### src/rtl/rvv_backend_dispatch_issue_reg_pkg.sv
// Shared dispatch types: uop payload, structure-hazard flags, slot occupancy.
// Latency: n/a (types, constants and a helper function only).
// Backpressure: n/a.
// Defines `NUM_DP_UOP (dispatch width, 2) if the build has not already set it.
`ifndef NUM_DP_UOP
`define NUM_DP_UOP 2
`endif

package rvv_backend_dispatch_issue_reg_pkg;

    typedef struct packed {
        logic [31:0] uop_pc;
        logic [5:0]  uop_funct6;
        logic [4:0]  vd_index;
        logic [4:0]  vs1_index;
        logic [4:0]  vs2_index;
        logic [7:0]  uop_id;
    } STRCT_UOP_t;

    typedef struct packed {
        logic vr_limit;
        logic pu_limit;
    } ARCH_HAZARD_t;

    typedef enum logic [1:0] {
        OCC_EMPTY = 2'd0,
        OCC_ONE   = 2'd1,
        OCC_TWO   = 2'd2
    } occ_e;

    // 0 -> 00, 1 -> 01, 2 -> 11.
    function automatic logic [1:0] therm2(input logic [1:0] n);
        logic [1:0] t;
        t = 2'b00;
        if (n != 2'd0) t[0] = 1'b1;
        if (n == 2'd2) t[1] = 1'b1;
        return t;
    endfunction

endpackage

### src/rtl/rvv_backend_dispatch_perf_cnt.sv
// Saturating 32-bit counters of cycles where a structure hazard alone cut dispatch to one uop.
// Latency: count visible one cycle after the qualifying cycle.
// Backpressure: none; observes only, never stalls.
// Ports: clk, rst_n; uop1_vld, vr_limit, pu_limit, free_is_two (qualifiers); cnt_vr_limit, cnt_pu_limit (counts).
// Instantiated only when DISPATCH_HAZARD_PERF_CNT_EN is defined.
module rvv_backend_dispatch_perf_cnt (
    input  logic        clk,
    input  logic        rst_n,
    input  logic        uop1_vld,
    input  logic        vr_limit,
    input  logic        pu_limit,
    input  logic        free_is_two,
    output logic [31:0] cnt_vr_limit,
    output logic [31:0] cnt_pu_limit
);

    logic [31:0] cnt_vr_q, cnt_vr_d;
    logic [31:0] cnt_pu_q, cnt_pu_d;
    logic        inc_vr, inc_pu;

    always_comb begin
        // Only count when both slots were free, i.e. the hazard was the sole limiter.
        // vr_limit takes priority so each lost cycle is attributed once.
        inc_vr   = uop1_vld & vr_limit & free_is_two;
        inc_pu   = uop1_vld & pu_limit & ~vr_limit & free_is_two;
        cnt_vr_d = cnt_vr_q;
        cnt_pu_d = cnt_pu_q;
        if (inc_vr && (cnt_vr_q != 32'hFFFF_FFFF)) cnt_vr_d = cnt_vr_q + 32'd1;
        if (inc_pu && (cnt_pu_q != 32'hFFFF_FFFF)) cnt_pu_d = cnt_pu_q + 32'd1;
    end

    always_ff @(posedge clk or negedge rst_n) begin
        if (!rst_n) begin
            cnt_vr_q <= 32'd0;
            cnt_pu_q <= 32'd0;
        end else begin
            cnt_vr_q <= cnt_vr_d;
            cnt_pu_q <= cnt_pu_d;
        end
    end

    assign cnt_vr_limit = cnt_vr_q;
    assign cnt_pu_limit = cnt_pu_q;

endmodule

### src/rtl/rvv_backend_dispatch_issue_reg.sv
// Two-slot dispatch issue register between the uop queue and the reservation stations.
// Latency: one cycle from acceptance (uop_ready_dp2uop) to uop_valid_dp2rs; 2 uops/cycle sustained.
// Backpressure: accepts min(free slots, hazard limit, queued uops) per cycle, computed combinationally.
// Ports: clk, rst_n; uop_valid_uop2dp/uop_uop2dp/uop_ready_dp2uop (queue side);
//        arch_hazard; uop_valid_dp2rs/uop_dp2rs/uop_ready_rs2dp (RS side); trap_flush_rvv.
// Optional: DISPATCH_HAZARD_PERF_CNT_EN adds cnt_vr_limit/cnt_pu_limit hazard counters.
`ifndef NUM_DP_UOP
`define NUM_DP_UOP 2
`endif

module rvv_backend_dispatch_issue_reg
    import rvv_backend_dispatch_issue_reg_pkg::*;
(
    input  logic                   clk,
    input  logic                   rst_n,
    input  logic [`NUM_DP_UOP-1:0] uop_valid_uop2dp,
    input  STRCT_UOP_t             uop_uop2dp [`NUM_DP_UOP],
    input  ARCH_HAZARD_t           arch_hazard,
    output logic [`NUM_DP_UOP-1:0] uop_ready_dp2uop,
    output logic [`NUM_DP_UOP-1:0] uop_valid_dp2rs,
    output STRCT_UOP_t             uop_dp2rs [`NUM_DP_UOP],
    input  logic [`NUM_DP_UOP-1:0] uop_ready_rs2dp,
    input  logic                   trap_flush_rvv
`ifdef DISPATCH_HAZARD_PERF_CNT_EN
    ,
    output logic [31:0]            cnt_vr_limit,
    output logic [31:0]            cnt_pu_limit
`endif
);

    generate
        if (`NUM_DP_UOP != 2) begin : g_bad_width
            $error("rvv_backend_dispatch_issue_reg supports only NUM_DP_UOP == 2");
        end
    endgenerate

    occ_e       state_q, state_d;
    STRCT_UOP_t slot_q [2];
    STRCT_UOP_t slot_d [2];
    logic [1:0] slot_load;

    logic [1:0] valid_slot;
    logic [1:0] occ_cnt;
    logic       drain0, drain1, shift;
    logic [1:0] remain, free, limit, q_cnt, acc_n;

    always_comb begin
        valid_slot = 2'b00;
        occ_cnt    = 2'd0;
        case (state_q)
            OCC_ONE: begin valid_slot = 2'b01; occ_cnt = 2'd1; end
            OCC_TWO: begin valid_slot = 2'b11; occ_cnt = 2'd2; end
            default: begin valid_slot = 2'b00; occ_cnt = 2'd0; end
        endcase

        // Slots retire in order: slot1 can only leave together with slot0.
        drain0 = valid_slot[0] & uop_ready_rs2dp[0];
        drain1 = valid_slot[1] & uop_ready_rs2dp[1] & drain0;
        remain = occ_cnt - {1'b0, drain0} - {1'b0, drain1};
        free   = 2'd2 - remain;
        limit  = (arch_hazard.vr_limit | arch_hazard.pu_limit) ? 2'd1 : 2'd2;

        // Leading-ones count of the queue valids; equals the popcount because the
        // queue presents entries in order. Built from valid bits only, never payload.
        q_cnt = uop_valid_uop2dp[0] ? (uop_valid_uop2dp[1] ? 2'd2 : 2'd1) : 2'd0;

        acc_n = free;
        if (limit < acc_n) acc_n = limit;
        if (q_cnt < acc_n) acc_n = q_cnt;
        if (trap_flush_rvv || !rst_n) acc_n = 2'd0;

        // Exactly one of two occupied slots left: old slot1 becomes the oldest.
        shift = drain0 & ~drain1 & valid_slot[1];

        state_d   = state_q;
        slot_d[0] = slot_q[0];
        slot_d[1] = slot_q[1];
        slot_load = 2'b00;

        if (trap_flush_rvv) begin
            state_d = OCC_EMPTY;
        end else begin
            case (remain)
                2'd0: begin
                    slot_d[0]    = uop_uop2dp[0];
                    slot_d[1]    = uop_uop2dp[1];
                    slot_load[0] = (acc_n != 2'd0);
                    slot_load[1] = (acc_n == 2'd2);
                end
                2'd1: begin
                    if (shift) begin
                        slot_d[0]    = slot_q[1];
                        slot_load[0] = 1'b1;
                    end
                    slot_d[1]    = uop_uop2dp[0];
                    slot_load[1] = (acc_n != 2'd0);
                end
                default: begin
                    slot_load = 2'b00;
                end
            endcase

            case (remain + acc_n)
                2'd0:    state_d = OCC_EMPTY;
                2'd1:    state_d = OCC_ONE;
                default: state_d = OCC_TWO;
            endcase
        end
    end

    always_ff @(posedge clk or negedge rst_n) begin
        if (!rst_n) state_q <= OCC_EMPTY;
        else        state_q <= state_d;
    end

    // Payloads are qualified by the slot valids, so they carry no reset.
    always_ff @(posedge clk) begin
        for (int i = 0; i < 2; i++) begin
            if (slot_load[i]) slot_q[i] <= slot_d[i];
        end
    end

    always_comb begin
        uop_ready_dp2uop = therm2(acc_n);
        uop_valid_dp2rs  = valid_slot;
        for (int i = 0; i < 2; i++) uop_dp2rs[i] = slot_q[i];
    end

`ifdef DISPATCH_HAZARD_PERF_CNT_EN
    rvv_backend_dispatch_perf_cnt u_perf_cnt (
        .clk          (clk),
        .rst_n        (rst_n),
        .uop1_vld     (uop_valid_uop2dp[1]),
        .vr_limit     (arch_hazard.vr_limit),
        .pu_limit     (arch_hazard.pu_limit),
        .free_is_two  (free == 2'd2),
        .cnt_vr_limit (cnt_vr_limit),
        .cnt_pu_limit (cnt_pu_limit)
    );
`endif

endmodule

### config.mk
export PLATFORM = sky130hd
export DESIGN_NAME = rvv_backend_dispatch_issue_reg
export DESIGN_NICKNAME = d
export VERILOG_FILES = /design/src/rtl/rvv_backend_dispatch_issue_reg_pkg.sv /design/src/rtl/rvv_backend_dispatch_perf_cnt.sv /design/src/rtl/rvv_backend_dispatch_issue_reg.sv
export SDC_FILE = /design/constraint.sdc
export NUM_CORES = 1
export LEC_CHECK = 0
export BUFFER_PORTS_ARGS = -buffer_cell sky130_fd_sc_hd__buf_4
export CORE_MARGIN = 10
export CORE_UTILIZATION = 50
export CTS_CLUSTER_DIAMETER = 200
export DETAILED_ROUTE_END_ITERATION = 12
export MAX_ROUTING_LAYER = met4
export PLACE_DENSITY = 0.94
export SLEW_MARGIN = 40
export SYNTH_ARGS = -nofsm -noshare
export SYNTH_HDL_FRONTEND = slang
export SYNTH_SLANG_ARGS = --single-unit
export TNS_END_PERCENT = 10
### constraint.sdc
create_clock -name clk -period 17.7 [get_ports clk]
set_input_delay 2.655 -clock clk [delete_from_list [all_inputs] [get_ports clk]]
set_output_delay 2.655 -clock clk [all_outputs]
set_load 0.02 [all_outputs]
; ---- Word level (Yosys, flattened, before mapping)
; Memories as Yosys holds them, arrays and structs flattened.
; Index checks and enable logic that the tools add are counted.
[op_classes]
n_reduce_logical = 5
addsub = 4
order_cmp = 2
n_eq_ne = 5
bitwise = 7
muxes = 22
[ops]
columns = cell, count
row1 = case mux 122 bit (2 select lines), 1
row2 = two-way mux 122 bit, 1
row3 = two-way mux 61 bit, 1
row4 = two-way mux 2 bit, 8
row5 = case mux 2 bit (2 select lines), 4
row6 = two-way mux 1 bit, 7
row7 = "equality test 2 x 1 -> 1 bit, second input constant", 3
row8 = bitwise AND 1 bit, 5
row9 = "equality test 2 bit, second input constant", 2
row10 = logical NOT 2 bit, 2
row11 = < comparator 2 bit, 2
row12 = subtractor 2 x 1 -> 2 bit, 2
row13 = adder 2 bit, 1
row14 = nonzero test 2 bit, 1
row15 = "subtractor 2 bit, first input constant", 1
row16 = logical NOT 1 bit, 1
row17 = logical OR 1 bit, 1
row18 = inverter 1 bit, 1
row19 = OR 1 bit, 1
[totals]
mem_bits_rw = 122
regBits = 2
in_bits = 131
word_cells = 47
mem_count = 1
[memory_table]
columns = memory, depth, width, read_ports, rd_clocked_by_memory_dff, wr, line
row1 = slot_q, 2, 61, 2, 0, 2, rvv_backend_dispatch_issue_reg.sv:38  ; STRCT_UOP_t slot_q [2];

; ---- Logic depth before layout (Yosys ltp)
; Gate-level depths: netlist (run 1).
[logic_depth]
ltp_word = 16
depth_mapped = 19
ltp_nobuf = 19

; ---- Worst setup path before layout (run 1)
; No wires, ideal clock.
[synth_timing]
kind = input -> register
start = input uop_ready_rs2dp[0]
end = memory slot_q[0][0] in the netlist's numbering, enable pin
slack_ns = 7.798
arrival_time_ns = 9.312
path_stages = 12
path_cell_list = nand2_1 a21oi_1 ha_1 nor3b_2 xnor2_1 ha_1 nor3b_4 ha_1 inv_1 o22ai_1 nand2_1 a311oi_1
[synth_lines]
columns = item, line
row1 = "start, declared", rvv_backend_dispatch_issue_reg.sv:22  ; input logic [`NUM_DP_UOP-1:0] uop_ready_rs2dp,
row2 = "end, declared", rvv_backend_dispatch_issue_reg.sv:38

; ---- Worst setup path in the final report (run 1)
[layout_timing]
start = input uop_ready_rs2dp[1]
end = output uop_ready_dp2uop[1]
[layout_between]
elab_chain_len = 11
[layout_lines]
columns = item, line
row1 = bitwise AND 1 bit (*) (2 in series), rvv_backend_dispatch_issue_reg.sv:58  ; drain1 = valid_slot[1] & uop_ready_rs2dp[1] & drain0;
row2 = subtractor 2 x 1 -> 2 bit (*), rvv_backend_dispatch_issue_reg.sv:59  ; remain = occ_cnt - {1'b0, drain0} - {1'b0, drain1};
row3 = subtractor 2 bit (*), rvv_backend_dispatch_issue_reg.sv:60  ; free = 2'd2 - remain;
row4 = < comparator 2 bit, rvv_backend_dispatch_issue_reg.sv:68  ; if (limit < acc_n) acc_n = limit;
row5 = two-way mux 2 bit (*), rvv_backend_dispatch_issue_reg.sv:68
row6 = < comparator 2 bit, rvv_backend_dispatch_issue_reg.sv:69  ; if (q_cnt < acc_n) acc_n = q_cnt;
row7 = two-way mux 2 bit (*), rvv_backend_dispatch_issue_reg.sv:69
row8 = two-way mux 2 bit (*), rvv_backend_dispatch_issue_reg.sv:70  ; if (trap_flush_rvv || !rst_n) acc_n = 2'd0;
row9 = equality test 2 bit (*), rvv_backend_dispatch_issue_reg_pkg.sv:36  ; if (n == 2'd2) t[1] = 1'b1;
row10 = two-way mux 1 bit (*), rvv_backend_dispatch_issue_reg_pkg.sv:36
row11 = "end, declared", rvv_backend_dispatch_issue_reg.sv:19  ; output logic [`NUM_DP_UOP-1:0] uop_ready_dp2uop,
; Every way passes the cells marked *; elsewhere a longest branch is shown, timed or not.

==> impl_metrics.tcl, run 1 <==
set metrics [dict create \
    pre_cts_slack_ns 10.01 \
    clock_path_buffers 2 \
    cts-root-buf "clkbuf_8" \
    nets 704 \
    netlist-cell-type-count 26 \
    synth_area_um2 5470 \
    grt_pass1_vias 4020 \
    crit_chain "buf_4 -> a21oi_1 -> ha_1 -> nor3b_2 -> xnor2_1 -> ha_4 -> nor3b_4 -> ha_1 -> inv_1 -> o22ai_1 -> nand2_1 -> inv_1 -> nor2_1 -> buf_4" \
    antenna_found_initial 1 \
    synth-seq-area-share_pct 67.9 \
    dpl_cell_area_um2 7560 \
    num_rows 38 \
    cts.htree.levels 4 \
    drv_cap 0 \
    worstSetupPathType "primary input to primary output" \
    cts_hold_buffers 0 \
    rsz0062_at_grt "false" \
    cts.clk_slew.worst_paths_ns 0.05 \
    worstSkewPairLatency_ns 0.51 \
    critPathSlowestCell "xnor2_1" \
    die_width_um 125 \
    total_leakage_power_nw 3.25 \
    setup_viol_count_final 0 \
    worstPathRequired_ns 15.05 \
    grtUsageTotal_pct 19.7 \
    grt_overflow 0 \
    tightest_slew_ns 0.849 \
    core_area_um2 10800 \
    via_count 3656 \
    first_pass_iters 4 \
    hold_path.class "flip-flop to flip-flop" \
    viasPerCell 5.11 \
    cts.sinks 124 \
    p_per_area_nw_per_um2 135 \
    min_period_ns 7.71 \
    drt_iter0_markers 182 \
    grt_max_degree 84 \
    final_common_cell "buf_4" \
    place.gp.congestion 0.851 \
    syn_nets 441 \
    final_layout_size_suffix_gt1_share_pct 71.5 \
    hold_violations 0 \
    status "complete, no violations" \
    most-common-layout-cells "257 x buf_4, 122 x mux2_2, 122 x edfxtp_1" \
    critPathMaxStageDelay_ns 0.37 \
    cts_tree "yes" \
    yosysWarningCount 0 \
    route.detailed.drc 0 \
    num_io_pins 257 \
    syn_to_final_growth_pct 47.9 \
    grt_pass1_wl_um 22900 \
    slew_headroom_pct 43.4 \
    fin_setup_tns_ns 0 \
    ir_worst_vdd_mv 0.0844 \
    start_util_pct 50.7 \
    wl_per_cell_um 21.3 \
    maxSlewViolCount 0 \
    hpwl_um 11800 \
    cts_buffers 17 \
    cts_resized 0 \
    antenna_left 0 \
    dieHeight_um 125 \
    synth_area_per_cell_um2 18.1 \
    worstPathArrival_ns 5.05 \
    path_max_fanout 3 \
    wirelength_um 15300 \
    netlist_instances 302 \
    post_cts_buffers 0 \
    dieArea_um2 15500 \
    endpoint_kind "primary output" \
    synth-seq-cells 124 \
    period_share_pct 43.5 \
    worst_hold_slack_ns 0.574 \
    fin_area_um2 8090 \
    start_kind "primary input" \
    finalClockSkew_ns 0.00739 \
    timing.final.ws_setup_ns 9.99 \
    port_buffers 256 \
    fmax_mhz 130 \
]
## flip-flops by register name, summed over array words and instances (netlist names)
name,cells
slot_q,122
state_q,2
## through the flow
stage | cells | util, % | total power [mW]
after floorplan | 302 | - | 0.642
after global placement | 686 | 70.0 | 0.780
after detailed placement | 686 | 70.1 | 0.792
after CTS | 715 | 74.9 | 1.10
after global routing | 716 | 75.0 | 1.14
final | 716 | 75.0 | 1.09
## cells by family (layout without fill, tap and decap cells)
| logic type | after synthesis | in the layout | synth area share [%] |
|---|---|---|---|
| buf+inv | 25 | 298 | 2.08 |
| mux | 122 | 122 | 25.1 |
| xor+xnor | 3 | 3 | 0.480 |
| compound gates | 7 | 7 | 0.937 |
| flops | 124 | 124 | 67.9 |
| fa+ha+maj | 8 | 8 | 1.83 |
| simple gates | 13 | 13 | 1.71 |
| other cells | 0 | 1 | 0 |
## power breakdown
part	internal, mW	switching (mW)
Clock	0.195	0.112
Sequential	0.406	0.0215
Combinational	0.170	0.185
## critical path, delay by kind of cell
kind                       cells  cell delay [ns]
adders and majority gates      3             0.73
buffers and inverters          4             0.48
and+or+nand+nor                4             0.44
xor gates and xnor gates       1             0.37
AOI/OAI and AO/OA              2             0.36
## area by class of cell
cell class / instances / area (um2)
Clock buffer: 19 / 422
Sequential cell: 124 / 3710
Antenna cell: 1 / 2.50
Multi-Input combinational cell: 153 / 1690
Tap cell: 140 / 175
Inverter: 10 / 37.5
Fill cell: 659 / 2700
Timing Repair Buffer: 259 / 1950
Clock inverter: 10 / 103
## layer usage
metal	global-route usage (%)	wire length, um	up-vias
met5	-	0	-
met4	8.57	450	0
met1	19.5	5500	1743
met3	7.19	1160	35
li1	-	-	1697
met2	34.0	8150	181
## cells in the mapped netlist
library cell | count | area [um2]
o22ai_1 | 1 | 6.26
nand3b_2 | 1 | 11.3
nor3b_1 | 1 | 7.51
and2_2 | 1 | 7.51
buf_2 | 13 | 65.1
mux2_2 | 122 | 1370
o31ai_1 | 1 | 7.51
clkbuf_1 | 1 | 3.75
a41oi_1 | 1 | 8.76
inv_1 | 10 | 37.5
xnor2_1 | 3 | 26.3
nand3_1 | 1 | 5.00
o211a_1 | 1 | 10.0
nand2_1 | 3 | 11.3
nor2_1 | 2 | 7.51
and2_1 | 1 | 6.26
buf_4 | 1 | 7.51
nor3b_4 | 1 | 18.8
o21ai_0 | 1 | 5.00
a311oi_1 | 1 | 8.76
dfrtp_1 | 2 | 50.1
edfxtp_1 | 122 | 3660
ha_1 | 8 | 100
nor3b_2 | 1 | 12.5
a21oi_1 | 1 | 5.00
nor2b_1 | 1 | 6.26
## path summary, 6_finish.rpt
check	startpoint	endpoint	slack (ns)	cells after the start
max	uop_ready_rs2dp[1]	uop_ready_dp2uop[1]	9.99	14
min	slot_q[0][121]	slot_q[0][60]	0.57	1
max reg2reg	state_q[0]	slot_q[0][117]	13.07	17
min reg2reg	slot_q[0][121]	slot_q[0][60]	0.57	1
max in group asynchronous	rst_n	state_q[0]	15.66	1
min in group asynchronous	rst_n	state_q[1]	1.94	1
No activity file was read; power rests on OpenSTA's default activity.
==> run 2, diff against run 1 <==
ABC_AREA = 1   (was default)
CORE_UTILIZATION = 43   (was 50)
PLACE_DENSITY = 0.86   (was 0.94)
clock period = 7 ns   (was 17.7 ns; I/O delays follow)
==> impl_metrics.tcl, run 2 <==
set metrics [dict create \
    status "complete, no violations" \
    met3_usage_pct 5.75 \
    num-fill-cells 1054 \
    cts.clk_slew.worst_paths_ns 0.05 \
    grt_pass1_wl_um 25400 \
    synth_top_area_share_pct 65.0 \
    post_cts_buffers 0 \
    final_layout_size_suffix_gt1_share_pct 34.5 \
    num_rows 41 \
    max_flop_register "slot_q" \
    start_util_pct 44.3 \
    cts-root-buf "clkbuf_16" \
    grtUsageTotal_pct 18.6 \
    synthMuxAreaShare_pct 0 \
    clock_path_buffers 2 \
    cts.htree.levels 4 \
    path_max_fanout 70 \
    wirelength_um 16900 \
    grt_overflow 0 \
    setup_viol_count_final 0 \
    nets 972 \
    synth_simple_gate_area_share_pct 27.0 \
    r2r_end "slot_q[0][38]" \
    fmax_mhz 239 \
    grt_max_degree 71 \
    syn_to_final_growth_pct 44.5 \
    biggestRegsByFlops "slot_q: 122 flops, state_q: 2 flops" \
    port_buffers 256 \
    dieHeight_um 134 \
    cts_hold_buffers 0 \
    largest_reg_flops 122 \
    worstSetupPathType "flip-flop to flip-flop" \
    synth-edff-count 122 \
    endpoint_kind "flip-flop" \
    start_kind "flip-flop" \
    min_period_ns 4.18 \
    yosys.area.top_type "edfxtp_1" \
    hold_path.class "primary input to async pin" \
    final_common_cell "nand2_1" \
    die_width_um 134 \
    hpwl_um 12600 \
    synth_area_um2 5640 \
    ys_top_cells_by_count "383 x nand2_1, 122 x edfxtp_1, 17 x buf_2" \
    r2r_slack_ns 2.82 \
    syn_nets 721 \
    grtUsageMet2_pct 31.8 \
    synth_area_leaders "edfxtp_1 65%, nand2_1 26%, buf_6 1.8%" \
    drt_iter0_markers 305 \
    synth_fa_ha_area_share_pct 1.78 \
    most-common-layout-cells "382 x nand2_1, 260 x buf_4, 122 x edfxtp_1" \
    period_share_pct 59.7 \
    slew_headroom_pct 48.5 \
    worstSkewPairLatency_ns 0.41 \
    synth-xor-area-share_pct 0 \
    p_per_area_nw_per_um2 375 \
    synth-seq-cells 124 \
    synth_area_per_cell_um2 9.68 \
    finalClockSkew_ns 0.00567 \
    via_count 4836 \
    rsz0062_at_grt "false" \
    worst_hold_slack_ns 0.427 \
    route.detailed.drc 0 \
    met1_usage_pct 19.3 \
    antenna_left 0 \
    total_leakage_power_nw 3.92 \
    synth-seq-area-share_pct 65.9 \
    dieArea_um2 18100 \
    antenna_found_initial 1 \
    first_pass_iters 5 \
    busiest_layer "met2" \
    drv_cap 0 \
    grt_pass1_vias 4863 \
    cts_resized 0 \
    synthArstFlopShare_pct 1.61 \
    ir_worst_vdd_mv 0.158 \
    yosysWarningCount 0 \
    core_area_um2 12700 \
    tightest_slew_ns 0.772 \
    cts_buffers 17 \
    r2r-start "state_q[0]" \
    worstPathArrival_ns 4.23 \
    rr_worst_depth 16 \
    synth_compound_area_share_pct 0.622 \
    netlist-cell-type-count 20 \
    synth.most_common_cell "nand2_1" \
    wl_per_cell_um 16.6 \
    cts_tree "yes" \
    hold_violations 0 \
    cts.sinks 124 \
    num_io_pins 257 \
    worstPathRequired_ns 7.05 \
    netlist_instances 582 \
    synth_top_family_by_area "simple AND/OR/NAND/NOR gates" \
    ys.flop_type "edfxtp_1" \
    place.gp.congestion 0.798 \
    maxSlewViolCount 0 \
    viasPerCell 4.75 \
    fin_setup_tns_ns 0 \
]
[run 2: cell type report]
class	instances	area (um2)	share of cell area (%)
Clock inverter	11	77.6	0.952
Antenna cell	1	2.50	0.0307
Multi-Input combinational cell	412	1680	20.6
Clock buffer	21	440	5.41
Timing Repair Buffer	260	1950	24.0
Sequential cell	124	3710	45.6
Tap cell	172	215	2.64
Inverter	18	70.1	0.860
[run 2: cell families after synthesis]
logic type / count (synthesis)
and+or+nand+nor: 397
DFF: 124
buffers and inverters: 46
adders and majority gates: 8
AOI/OAI and AO/OA: 7
[run 2: stage by stage]
step | total power [mW] | worst slack (ns) | std cells | area [um2] | utilization, %
3_5_place_dp | 2.31 | 2.41 | 986 | 7630 | 59.9
4_1_cts | 3.09 | 2.74 | 1018 | 8140 | 64.0
3_3_place_gp | 2.27 | 2.47 | 986 | 7620 | 59.9
6_report | 3.06 | 2.82 | 1019 | 8150 | 64.0
2_1_floorplan | 1.91 | 2.58 | 582 | 5640 | -
5_1_grt | 3.25 | 2.40 | 1019 | 8150 | 64.0
[run 2: how the worst max path moves through the flow]
stage                             from              to  cells after the start
finish                      state_q[0]   slot_q[0][38]                     16
global route                state_q[0]   slot_q[0][38]                     16
CTS                         state_q[0]   slot_q[0][30]                     16
detailed placement  uop_ready_rs2dp[0]   slot_q[0][33]                     14
global placement    uop_ready_rs2dp[0]   slot_q[0][30]                     14
floorplan           uop_ready_rs2dp[0]  slot_q[0][100]                     17
[run 2: routing by layer]
metal,up-vias,share of wire (%),wire length [um]
met5,-,0,0
met4,0,2.9,484
met3,33,7.8,1310
met2,202,52,8880
met1,2228,37,6240
li1,2373,-,-
[run 2: power by group]
group / switching [mW] / total, mW / internal, mW
registers: 0.0474 / 1.13 / 1.08
logic: 0.761 / 1.15 / 0.393
clock network: 0.297 / 0.776 / 0.478
[run 2: critical path, cell delays in order (launching register included)]
cell	delay, ns
dfrtp_1	0.34
inv_1	0.04
ha_1	0.28
inv_1	0.15
nand2_1	0.07
a21oi_1	0.12
ha_1	0.16
inv_1	0.06
nand3_1	0.10
nand2_1	0.05
nand2_1	0.14
ha_4	0.64
inv_4	0.41
nand3_1	0.19
nand2_1	0.07
inv_2	0.41
buf_4	0.53
==> run 3, diff against run 2 <==
CORE_UTILIZATION = 47   (was 43)
PLACE_DENSITY = 0.89   (was 0.86)
clock period = 4.2 ns   (was 7 ns; I/O delays follow)
==> impl_metrics.tcl, run 3 (same netlist as run 2, synthesis figures left out) <==
set metrics [dict create \
    route.detailed.drc 0 \
    viasPerCell 4.87 \
    timing.final.ws_setup_ns 0.460 \
    drt_iter0_markers 290 \
    finalClockSkew_ns 0.00605 \
    cts_tree "yes" \
    dieHeight_um 130 \
    tightest_slew_ns 0.614 \
    cts_buffers 17 \
    antenna_found_initial 0 \
    worstSetupPathType "flip-flop to primary output" \
    cts_hold_buffers 0 \
    grt_overflow 0 \
    status "complete, no violations" \
    cts.htree.levels 4 \
    worstPathArrival_ns 3.11 \
    dpl_cell_area_um2 7620 \
    endpoint_kind "primary output" \
    worst_hold_slack_ns 0.0242 \
    period_share_pct 89.0 \
    antenna_left 0 \
    num_rows 39 \
    dieArea_um2 16800 \
    num-fill-cells 824 \
    cts-root-buf "clkbuf_16" \
    placed_cells 960 \
    r2r_slack_ns 0.78 \
    p_per_area_nw_per_um2 657 \
    most-common-layout-cells "382 x nand2_1, 261 x buf_4, 122 x edfxtp_1" \
    rsz0062_at_grt "false" \
    start_util_pct 48.7 \
    final_layout_size_suffix_gt1_share_pct 35.3 \
    max_flop_register "slot_q" \
    cts.sinks 124 \
    port_buffers 256 \
    wl_per_cell_um 17.1 \
    pre_cts_slack_ns 0.779 \
    num_io_pins 257 \
    die_width_um 130 \
    setup_viol_count_final 0 \
    diodes 0 \
    total_leakage_power_nw 3.99 \
    worstPathRequired_ns 3.57 \
    post_cts_buffers 0 \
    grtUsageTotal_pct 19.7 \
    clock_path_buffers 2 \
    slew_headroom_pct 59.1 \
    grt_pass1_wl_um 24900 \
    fin_util_pct 71.5 \
    nets 975 \
    hold_violations 0 \
    hold_path.class "primary input to async pin" \
    worstSkewPairLatency_ns 0.39 \
    core_area_um2 11600 \
    power_mw 5.43 \
    wirelength_um 17000 \
    grt_max_degree 85 \
    largest_reg_flops 122 \
    via_count 4834 \
    cts.clk_slew.worst_paths_ns 0.06 \
    fmax_mhz 267 \
    cts_resized 0 \
    fin_area_um2 8270 \
    final_common_cell "nand2_1" \
    layoutNonFillerInstCount 992 \
    first_pass_iters 4 \
    path_max_fanout 6 \
    hpwl_um 12500 \
    biggestRegsByFlops "slot_q: 122 flops, state_q: 2 flops" \
    fin_setup_tns_ns 0 \
    grt_pass1_vias 4740 \
    place.gp.congestion 0.864 \
    drv_cap 0 \
    start_kind "flip-flop" \
    maxSlewViolCount 0 \
    ir_worst_vdd_mv 0.377 \
    syn_to_final_growth_pct 46.7 \
    min_period_ns 3.74 \
]
## run 3: power by group
group          internal (mW)  leakage (nW)  switching [mW]
clock network           1.05         0.306           0.536
logic                  0.673          2.55            1.29
registers               1.80          1.13          0.0818
total                   3.53          3.99            1.90
## run 3: worst max-delay path: stages, from the launching register on
cell	delay (ns)
dfrtp_1	0.37
inv_1	0.05
ha_1	0.28
inv_1	0.14
nand2_1	0.07
a21oi_1	0.13
ha_1	0.16
inv_1	0.06
nand3_1	0.10
nand2_1	0.05
nand2_1	0.14
ha_4	0.22
nand2_1	0.10
inv_1	0.06
ha_1	0.27
nand2_1	0.07
nand2_1	0.06
nand2_2	0.09
inv_1	0.07
nor2_1	0.09
buf_4	0.15
## run 3: final timing paths
kind	startpoint	end	cells after the start
max reg2reg	state_q[0]	slot_q[0][100]	20
max	state_q[0]	uop_ready_dp2uop[1]	20
min in group clk	trap_flush_rvv	state_q[1]	2
min	rst_n	state_q[0]	1
min reg2reg	slot_q[0][92]	slot_q[0][31]	2
max in group asynchronous	rst_n	state_q[1]	1
## run 3: layout make-up
type	instances	area (um2)	area share (%)
Clock buffer	17	425	5.14
Clock inverter	15	220	2.66
Inverter	18	70.1	0.847
Multi-Input combinational cell	412	1670	20.2
Sequential cell	124	3710	44.9
Tap cell	143	179	2.16
Timing Repair Buffer	263	1990	24.1
## run 3: per-layer routing
layer  GRT usage [%]  wire length (um)  share of wire, %  vias to the layer above
met5               -                 0                 0                        -
met4            9.72               544               3.2                        0
met3            6.69              1480               8.7                       48
met2            33.1              8710                51                      216
met1            20.5              6260                37                     2187
li1                -                 -                 -                     2383
